$ cat src/rtl/tile_scheduler.sv
// tile_scheduler: walks a rectangular grid of tiles in row-major order and
// issues one tile_processor job per tile. It waits for each tile to finish and
// reports the job outcome as ok, watchdog timeout or host abort.
//
// Tile handshake: tp_start is a one-cycle request. tp_tile_i/j and tp_op_code
// stay stable from that cycle until the tile completes. A tile counts as
// complete only on a rising edge of tp_done, so a done level left high by the
// previous tile can never complete the next one.
module tile_scheduler #(
    parameter int TIMEOUT_CYCLES = 4096,
    parameter int TO_W           = 13
) (
    input  logic       clk,
    input  logic       rst_n,
    input  logic       start,
    input  logic       abort,
    input  logic [2:0] cfg_op_code,
    input  logic [2:0] cfg_rows,
    input  logic [2:0] cfg_cols,
    output logic       tp_start,
    output logic [2:0] tp_tile_i,
    output logic [2:0] tp_tile_j,
    output logic [2:0] tp_op_code,
    input  logic       tp_done,
    output logic       busy,
    output logic       done,
    output logic [1:0] status,
    output logic [6:0] tiles_done,
    output logic [2:0] dbg_state
);

    typedef enum logic [2:0] {
        S_IDLE   = 3'd0,
        S_ISSUE  = 3'd1,
        S_WAIT   = 3'd2,
        S_NEXT   = 3'd3,
        S_FINISH = 3'd4
    } state_t;

    localparam logic [1:0]      ST_OK      = 2'b00;
    localparam logic [1:0]      ST_TIMEOUT = 2'b01;
    localparam logic [1:0]      ST_ABORT   = 2'b10;
    localparam logic [TO_W-1:0] WD_ONE     = TO_W'(1);
    localparam logic [TO_W-1:0] TO_LIM     = TO_W'(TIMEOUT_CYCLES);

    state_t          r_state;
    state_t          w_state_nxt;

    logic [2:0]      r_rows;
    logic [2:0]      r_cols;
    logic [2:0]      r_i;
    logic [2:0]      r_j;
    logic [2:0]      r_op;
    logic [1:0]      r_status;
    logic [6:0]      r_tiles;
    logic [TO_W-1:0] r_wd;
    logic            r_tp_done_d;

    logic            w_edge;
    logic            w_wd_hit;
    logic [TO_W-1:0] w_wd_inc;

    // Datapath strobes produced by the next-state logic.
    logic            w_load;
    logic            w_wd_clr;
    logic            w_wd_step;
    logic            w_tile_inc;
    logic            w_col_step;
    logic            w_row_step;
    logic            w_set_status;
    logic [1:0]      w_status_val;

    assign w_edge   = tp_done & ~r_tp_done_d;
    assign w_wd_inc = r_wd + WD_ONE;
    // A zero limit disables the watchdog entirely.
    assign w_wd_hit = (TIMEOUT_CYCLES != 0) && (w_wd_inc == TO_LIM);

    // State register.
    always_ff @(posedge clk) begin
        if (!rst_n) begin
            r_state <= S_IDLE;
        end else begin
            r_state <= w_state_nxt;
        end
    end

    // Next-state and datapath strobes; abort beats done edge beats timeout.
    always_comb begin
        w_state_nxt  = r_state;
        w_load       = 1'b0;
        w_wd_clr     = 1'b0;
        w_wd_step    = 1'b0;
        w_tile_inc   = 1'b0;
        w_col_step   = 1'b0;
        w_row_step   = 1'b0;
        w_set_status = 1'b0;
        w_status_val = r_status;
        case (r_state)
            S_IDLE: begin
                if (start) begin
                    w_load      = 1'b1;
                    w_state_nxt = S_ISSUE;
                end
            end
            S_ISSUE: begin
                if (abort) begin
                    w_set_status = 1'b1;
                    w_status_val = ST_ABORT;
                    w_state_nxt  = S_FINISH;
                end else begin
                    w_wd_clr    = 1'b1;
                    w_state_nxt = S_WAIT;
                end
            end
            S_WAIT: begin
                if (abort) begin
                    w_set_status = 1'b1;
                    w_status_val = ST_ABORT;
                    w_state_nxt  = S_FINISH;
                end else if (w_edge) begin
                    w_tile_inc  = 1'b1;
                    w_state_nxt = S_NEXT;
                end else begin
                    w_wd_step = 1'b1;
                    if (w_wd_hit) begin
                        w_set_status = 1'b1;
                        w_status_val = ST_TIMEOUT;
                        w_state_nxt  = S_FINISH;
                    end
                end
            end
            S_NEXT: begin
                if (abort) begin
                    w_set_status = 1'b1;
                    w_status_val = ST_ABORT;
                    w_state_nxt  = S_FINISH;
                end else if (r_j < r_cols) begin
                    w_col_step  = 1'b1;
                    w_state_nxt = S_ISSUE;
                end else if (r_i < r_rows) begin
                    w_row_step  = 1'b1;
                    w_state_nxt = S_ISSUE;
                end else begin
                    w_set_status = 1'b1;
                    w_status_val = ST_OK;
                    w_state_nxt  = S_FINISH;
                end
            end
            S_FINISH: begin
                w_state_nxt = S_IDLE;
            end
            default: begin
                w_state_nxt = S_IDLE;
            end
        endcase
    end

    // Job configuration, tile position, counters and status.
    always_ff @(posedge clk) begin
        if (!rst_n) begin
            r_rows   <= 3'd0;
            r_cols   <= 3'd0;
            r_op     <= 3'd0;
            r_i      <= 3'd0;
            r_j      <= 3'd0;
            r_tiles  <= 7'd0;
            r_status <= ST_OK;
            r_wd     <= '0;
        end else begin
            if (w_load) begin
                r_rows   <= cfg_rows;
                r_cols   <= cfg_cols;
                r_op     <= cfg_op_code;
                r_i      <= 3'd0;
                r_j      <= 3'd0;
                r_tiles  <= 7'd0;
                r_status <= ST_OK;
            end
            if (w_col_step) begin
                r_j <= r_j + 3'd1;
            end
            if (w_row_step) begin
                r_j <= 3'd0;
                r_i <= r_i + 3'd1;
            end
            if (w_tile_inc) begin
                r_tiles <= r_tiles + 7'd1;
            end
            if (w_set_status) begin
                r_status <= w_status_val;
            end
            if (w_wd_clr) begin
                r_wd <= '0;
            end else if (w_wd_step) begin
                r_wd <= w_wd_inc;
            end
        end
    end

    // Previous-cycle tp_done, used to find its rising edge.
    always_ff @(posedge clk) begin
        if (!rst_n) begin
            r_tp_done_d <= 1'b0;
        end else begin
            r_tp_done_d <= tp_done;
        end
    end

    assign tp_start   = (r_state == S_ISSUE);
    assign busy       = (r_state != S_IDLE);
    assign done       = (r_state == S_FINISH);
    assign tp_tile_i  = r_i;
    assign tp_tile_j  = r_j;
    assign tp_op_code = r_op;
    assign status     = r_status;
    assign tiles_done = r_tiles;
    assign dbg_state  = r_state;

endmodule

$ cat config.mk
export PLATFORM = sky130hd
export DESIGN_NAME = tile_scheduler
export DESIGN_NICKNAME = d
export VERILOG_FILES = /design/src/rtl/tile_scheduler.sv
export SDC_FILE = /design/constraint.sdc
export NUM_CORES = 1
export LEC_CHECK = 0
export CAP_MARGIN = 10
export CORE_ASPECT_RATIO = 0.8
export CORE_MARGIN = 1.5
export CORE_UTILIZATION = 40
export CTS_CLUSTER_SIZE = 28
export DETAILED_ROUTE_END_ITERATION = 6
export DONT_BUFFER_PORTS = 1
export PLACE_DENSITY_LB_ADDON = 0.12
export SETUP_SLACK_MARGIN = 0.15
export SLEW_MARGIN = 20
export SYNTH_ARGS = -nofsm -noshare
export SYNTH_HDL_FRONTEND = slang
export SYNTH_SLANG_ARGS = --single-unit
export TNS_END_PERCENT = 1
$ cat constraint.sdc
create_clock -name clk -period 2.4 [get_ports clk]
set_clock_uncertainty 0.1 [all_clocks]
set_input_delay 0.24 -clock clk [delete_from_list [all_inputs] [get_ports clk]]
set_output_delay 0.24 -clock clk [all_outputs]
set_load 0.01 [all_outputs]
### After elaboration in Yosys (flattened, before gate mapping)

Cells that the tools add are included.

| cells by class | value |
|---|---|
| add/sub/neg operators | 4 |
| order comparisons | 2 |
| eq/ne operators | 13 |
| multiplexer cells | 49 |
| bitwise operators | 3 |
| reduce and logical (&&, ||, !) cells | 10 |

Operators by type and width:

| kind | count |
|---|---|
| 2-to-1 mux 3 bit | 11 |
| 2-to-1 mux 1 bit | 24 |
| inequality test 4 bit (second input constant) | 5 |
| 2-to-1 mux 2 bit | 9 |
| 2-to-1 mux 7 bit | 2 |
| adder 13 x 1 -> 13 bit (second input constant) | 1 |
| equality test 13 bit (second input constant) | 1 |
| one-hot mux 3 bit (4 select lines) | 1 |
| nonzero test 2 bit | 4 |
| adder 7 x 1 -> 7 bit (second input constant) | 1 |
| AND reduction 7 bit | 1 |
| adder 3 x 1 -> 3 bit (second input constant) | 2 |
| equality test 3 x 2 -> 1 bit (second input constant) | 2 |
| less-than comparator 3 bit | 2 |
| one-hot mux 2 bit (3 select lines) | 1 |
| inequality test 4 x 2 -> 1 bit (second input constant) | 1 |
| OR reduction 2 bit | 2 |
| equality test 3 x 1 -> 1 bit (second input constant) | 1 |
| equality test 3 bit (second input constant) | 1 |
| logical NOT 3 bit | 1 |
| inequality test 3 bit (second input constant) | 1 |
| one-hot mux 1 bit (3 select lines) | 1 |
| nonzero test 3 bit | 1 |
| inequality test 2 bit (second input constant) | 1 |
| 3 further kinds | 4 |

| word-level totals | value |
|---|---|
| flip-flop bits (word level) | 41 |
| bits of input ports | 14 |
| output and inout port bits | 24 |

### Logic depth before layout (Yosys ltp)

| depth | value |
|---|---|
| depth in word-level cells | 8 |
| gate-level depth with buffers | 8 |
| depth with buffers taken out | 7 |

### Worst setup path after synthesis

Ideal clock, no wire load.

| path | value |
|---|---|
| path kind | flip-flop to flip-flop |
| start point | register r_wd[1] |
| end point | register r_status[1], in the netlist status[1] |
| arrival time | 1.885 ns |
| data required time | 2.181 ns |
| slack | 0.296 ns |
| cell stages (with the launch flop) | 9 |
| buffers on the path | 1 |
| clock period less this slack | 2.104 ns |
| cells stage by stage | dfxtp_1 -> ha_1 -> buf_2 -> nand4_2 -> nor3_1 -> or3b_1 -> a2111o_1 -> o22a_4 -> mux2i_1 |

| on the way | value |
|---|---|
| longest elaborated chain between the ends | 8 |
| elaborated cells between the ends (all ways) | 15 |
| classes of those cells | add/sub (1); eq/ne (7); mux (5); reduce/logical (2) |

Ends and longest elaborated chain:

| what | RTL line | RTL |
|---|---|---|
| from (decl) | 56 | `logic [TO_W-1:0] r_wd;` |
| from (signal assigned) | 195 | `r_wd <= w_wd_inc;` |
| adder 13 x 1 -> 13 bit (*) | 74 | `assign w_wd_inc = r_wd + WD_ONE;` |
| equality test 13 bit (*) | 76 | `assign w_wd_hit = (TIMEOUT_CYCLES != 0) && (w_wd_inc == TO_LIM);` |
| 2-to-1 mux 1 bit | 125 | `if (w_wd_hit) begin` |
| 2-to-1 mux 1 bit | 120 | `end else if (w_edge) begin` |
| 2-to-1 mux 1 bit | 116 | `if (abort) begin` |
| one-hot mux 1 bit (3 select lines) | 98 | `case (r_state)` |
| inequality test 4 x 2 -> 1 bit (no source line), or another cell as far along | n/a |  |
| AND reduction 7 bit (no source line) | n/a |  |
| to (signal assigned) | 190 | `r_status <= w_status_val;` |
| to (decl) | 54 | `logic [1:0] r_status;` |

Every way passes the cells marked *; elsewhere a longest branch is shown, timed or not.
A chain may end at the register's enable or synchronous reset.

### Worst setup path after layout

| path | value |
|---|---|
| start point | register r_wd[0] |
| end point | register r_status[1], in the netlist status[1] |

The elaborated chain is that of the path after synthesis.

==> metrics.txt <==
status complete, but fails checks; failing checks design-rule violations; asr flop ratio synth 0; final wirelength 4810 µm; latest clock arrival within the worst-skew pair 0.29 ns; share of layout cells above drive strength 1 0.0954; crit-path leading delay family compound AO/OA/AOI/OAI gates; Seq cells post-synth 41; die area about 6000 µm²; Worst path max stage delay 0.40 ns; worst slew pin tran 0.510 ns; Core Footprint 5090 µm²; Congestion Overflow GR 0; clk slew on worst S/H paths 0.08 ns; WP data required 2.49 ns; CTS Sinks a little over 40; Top Metal Used met4; Pwr Density 575 nW/µm²; Syn Area/Cell roughly 8.1 µm²; initial antenna violation count 0; DR vias 1815; GP Congestion 0.826; crit path kind reg2reg; Hold Path Class in2reg; Max Cap Violations 0; WP buf/inv 0; top cell type by total area after synthesis dfxtp_1; vias in the first global route 1592; Final setup viols 0; clk buf depth 2; Tmin final 2.08 ns; CTS H-tree lvls 2; Worst Hold Launch rst_n; first-pass GRT wire length 7800 µm; Die X roughly 85 µm; WL/cell 13.9 µm; largest net degree at the start of global routing 19; Met2 Routed Length between 1500 and 2000 µm; CP startpoint r_wd[0]; fillers 500; GRT Util Overall 0.172; Area contributors post-synth dfxtp_1, nand2_1, nor2_1; crit-path max FO 4; crit path capture type register; worst slack, placed 0.323 ns; worst hold slack 0.0126 ns; Tcrit/Tclk final 0.868; routed wl met3 ~360 µm; setup TNS 0 ns; Core Util, Final 0.484; FMAX between 400 and 500 MHz; startpoint types register; DRT met1 WL roughly 2500 µm; top-count cell post-synth dfxtp_1; critical path, cell by cell ha_1 > nand4_2 > nor3_1 > or3b_1 > a2111o_1 > o22a_4 > mux2i_1; Net count, final 305; row count 23; TritonCTS Buffers 5; Synth top cells by count dfxtp_1, nand2_1, nor2_1, a21oi_1; RSZ-0062 raised after global routing false; sequential share of the synthesized area 0.380; Slew HR 0.658; Crit path arrival time roughly 2.2 ns; Port Buffer Count 0; synthesized area 2160 µm²; Critical R2R Launch r_wd[0]; DRC viols 2; Initial Util 0.424; Antenna Nets Post-Route 0; diode count 0; Top FF cell, synth dfxtp_1; die height approximately 70 µm; I/O pins 38; CTS tree yes; Hold Fails Final Rpt 0; Post-synth EDFFs 0; Area Overhead vs Synth 14.3%; Max VDD drop 248 µV; Setup WS post-layout 0.317 ns; unique cell type count in the Yosys netlist 48; Detailed Routing Iterations Pass 1 7; Syn. warnings 0; Max Slew Vio Count 0; clock root buffer clkbuf_8; static leakage 0.000962 µW; Syn Inst Count 268; syn_nets 291; post-DP HPWL 3430 µm; Slowest-stage cell, CP a2111o_1; Vias/cell 5.26; share of the synthesized area in the top cell type 0.380; Initial DRC Count between 100 and 150; Post-CTS Setup Bufs 0
## per-layer routing
metal	vias up	GRT usage
met4	0	0.0553
met3	5	0.0524
li1	949	-
met1	817	0.261
met5	-	0
met2	44	0.227
## worst paths after layout
check / to / slack [ns] / depth (start not counted)
worst max-delay path: status[1] / 0.32 / 7
worst min register to register: r_cols[1] / 0.35 / 2
worst min-delay path: status[1] / 0.01 / 2
worst max register to register: status[1] / 0.32 / 7
## cell families after synthesis
logic type,after synthesis,share of synthesized area
flip-flops,41,0.380
XOR/XNOR,17,0.0690
buffers and inverters,24,0.0522
AO/OA/AOI/OAI,44,0.129
AND/OR/NAND/NOR,128,0.293
adder cells (fa/ha/maj),9,0.0522
multiplexers,5,0.0238
## stage by stage
stage / power, µW / instances / instance area (µm²)
3_3_place_gp: 831 / 326 / 2240
3_5_place_dp: 832 / 326 / 2240
5_1_grt: 1480 / 345 / 2470
2_1_floorplan: 805 / 268 / 2160
4_1_cts: 1440 / 345 / 2470
6_report: 1420 / 345 / 2470
## registers in the layout (all words and copies together) (netlist names), 3 cells and up
| name | count |
|---|---|
| tp_tile_j | 3 |
| tiles_done | 7 |
| dbg_state | 3 |
| r_rows | 3 |
| tp_tile_i | 3 |
| r_cols | 3 |
| tp_op_code | 3 |
| r_wd | 13 |
## layout make-up
type	instances	area, µm²	share of cell area
Multi-Input combinational cell	203	1220	0.496
Tap cell	62	77.6	0.0314
Inverter	10	37.5	0.0152
Clock inverter	2	37.5	0.0152
Sequential cell	41	822	0.333
Clock buffer	6	82.6	0.0335
Timing Repair Buffer	21	185	0.0751
## power breakdown
group          internal, µW  switching, µW
Combinational          49.3           77.3
Sequential              695           10.1
Clock                   338            249
Total                  1080            336
## repair_timing
action                     in CTS  in global routing
resized for setup               0                  1
hold endpoints to repair       16                  0
setup endpoints to repair       0                  1
hold buffers                   11                  0
## cell usage in the layout (no fill, tap or decap), drive strengths merged, types with 7 or more instances in the layout
cell         synthesis  final
a21oi               22     22
nor2                34     34
inv                  9      9
xor2                11     11
dlygate4sd3          0     11
o21ai                8      8
ha                   9      9
nand3               12     12
nand4                7      7
nand2               39     39
dfxtp               41     41
buf                  5     10
(Power assumes the default switching activity.)
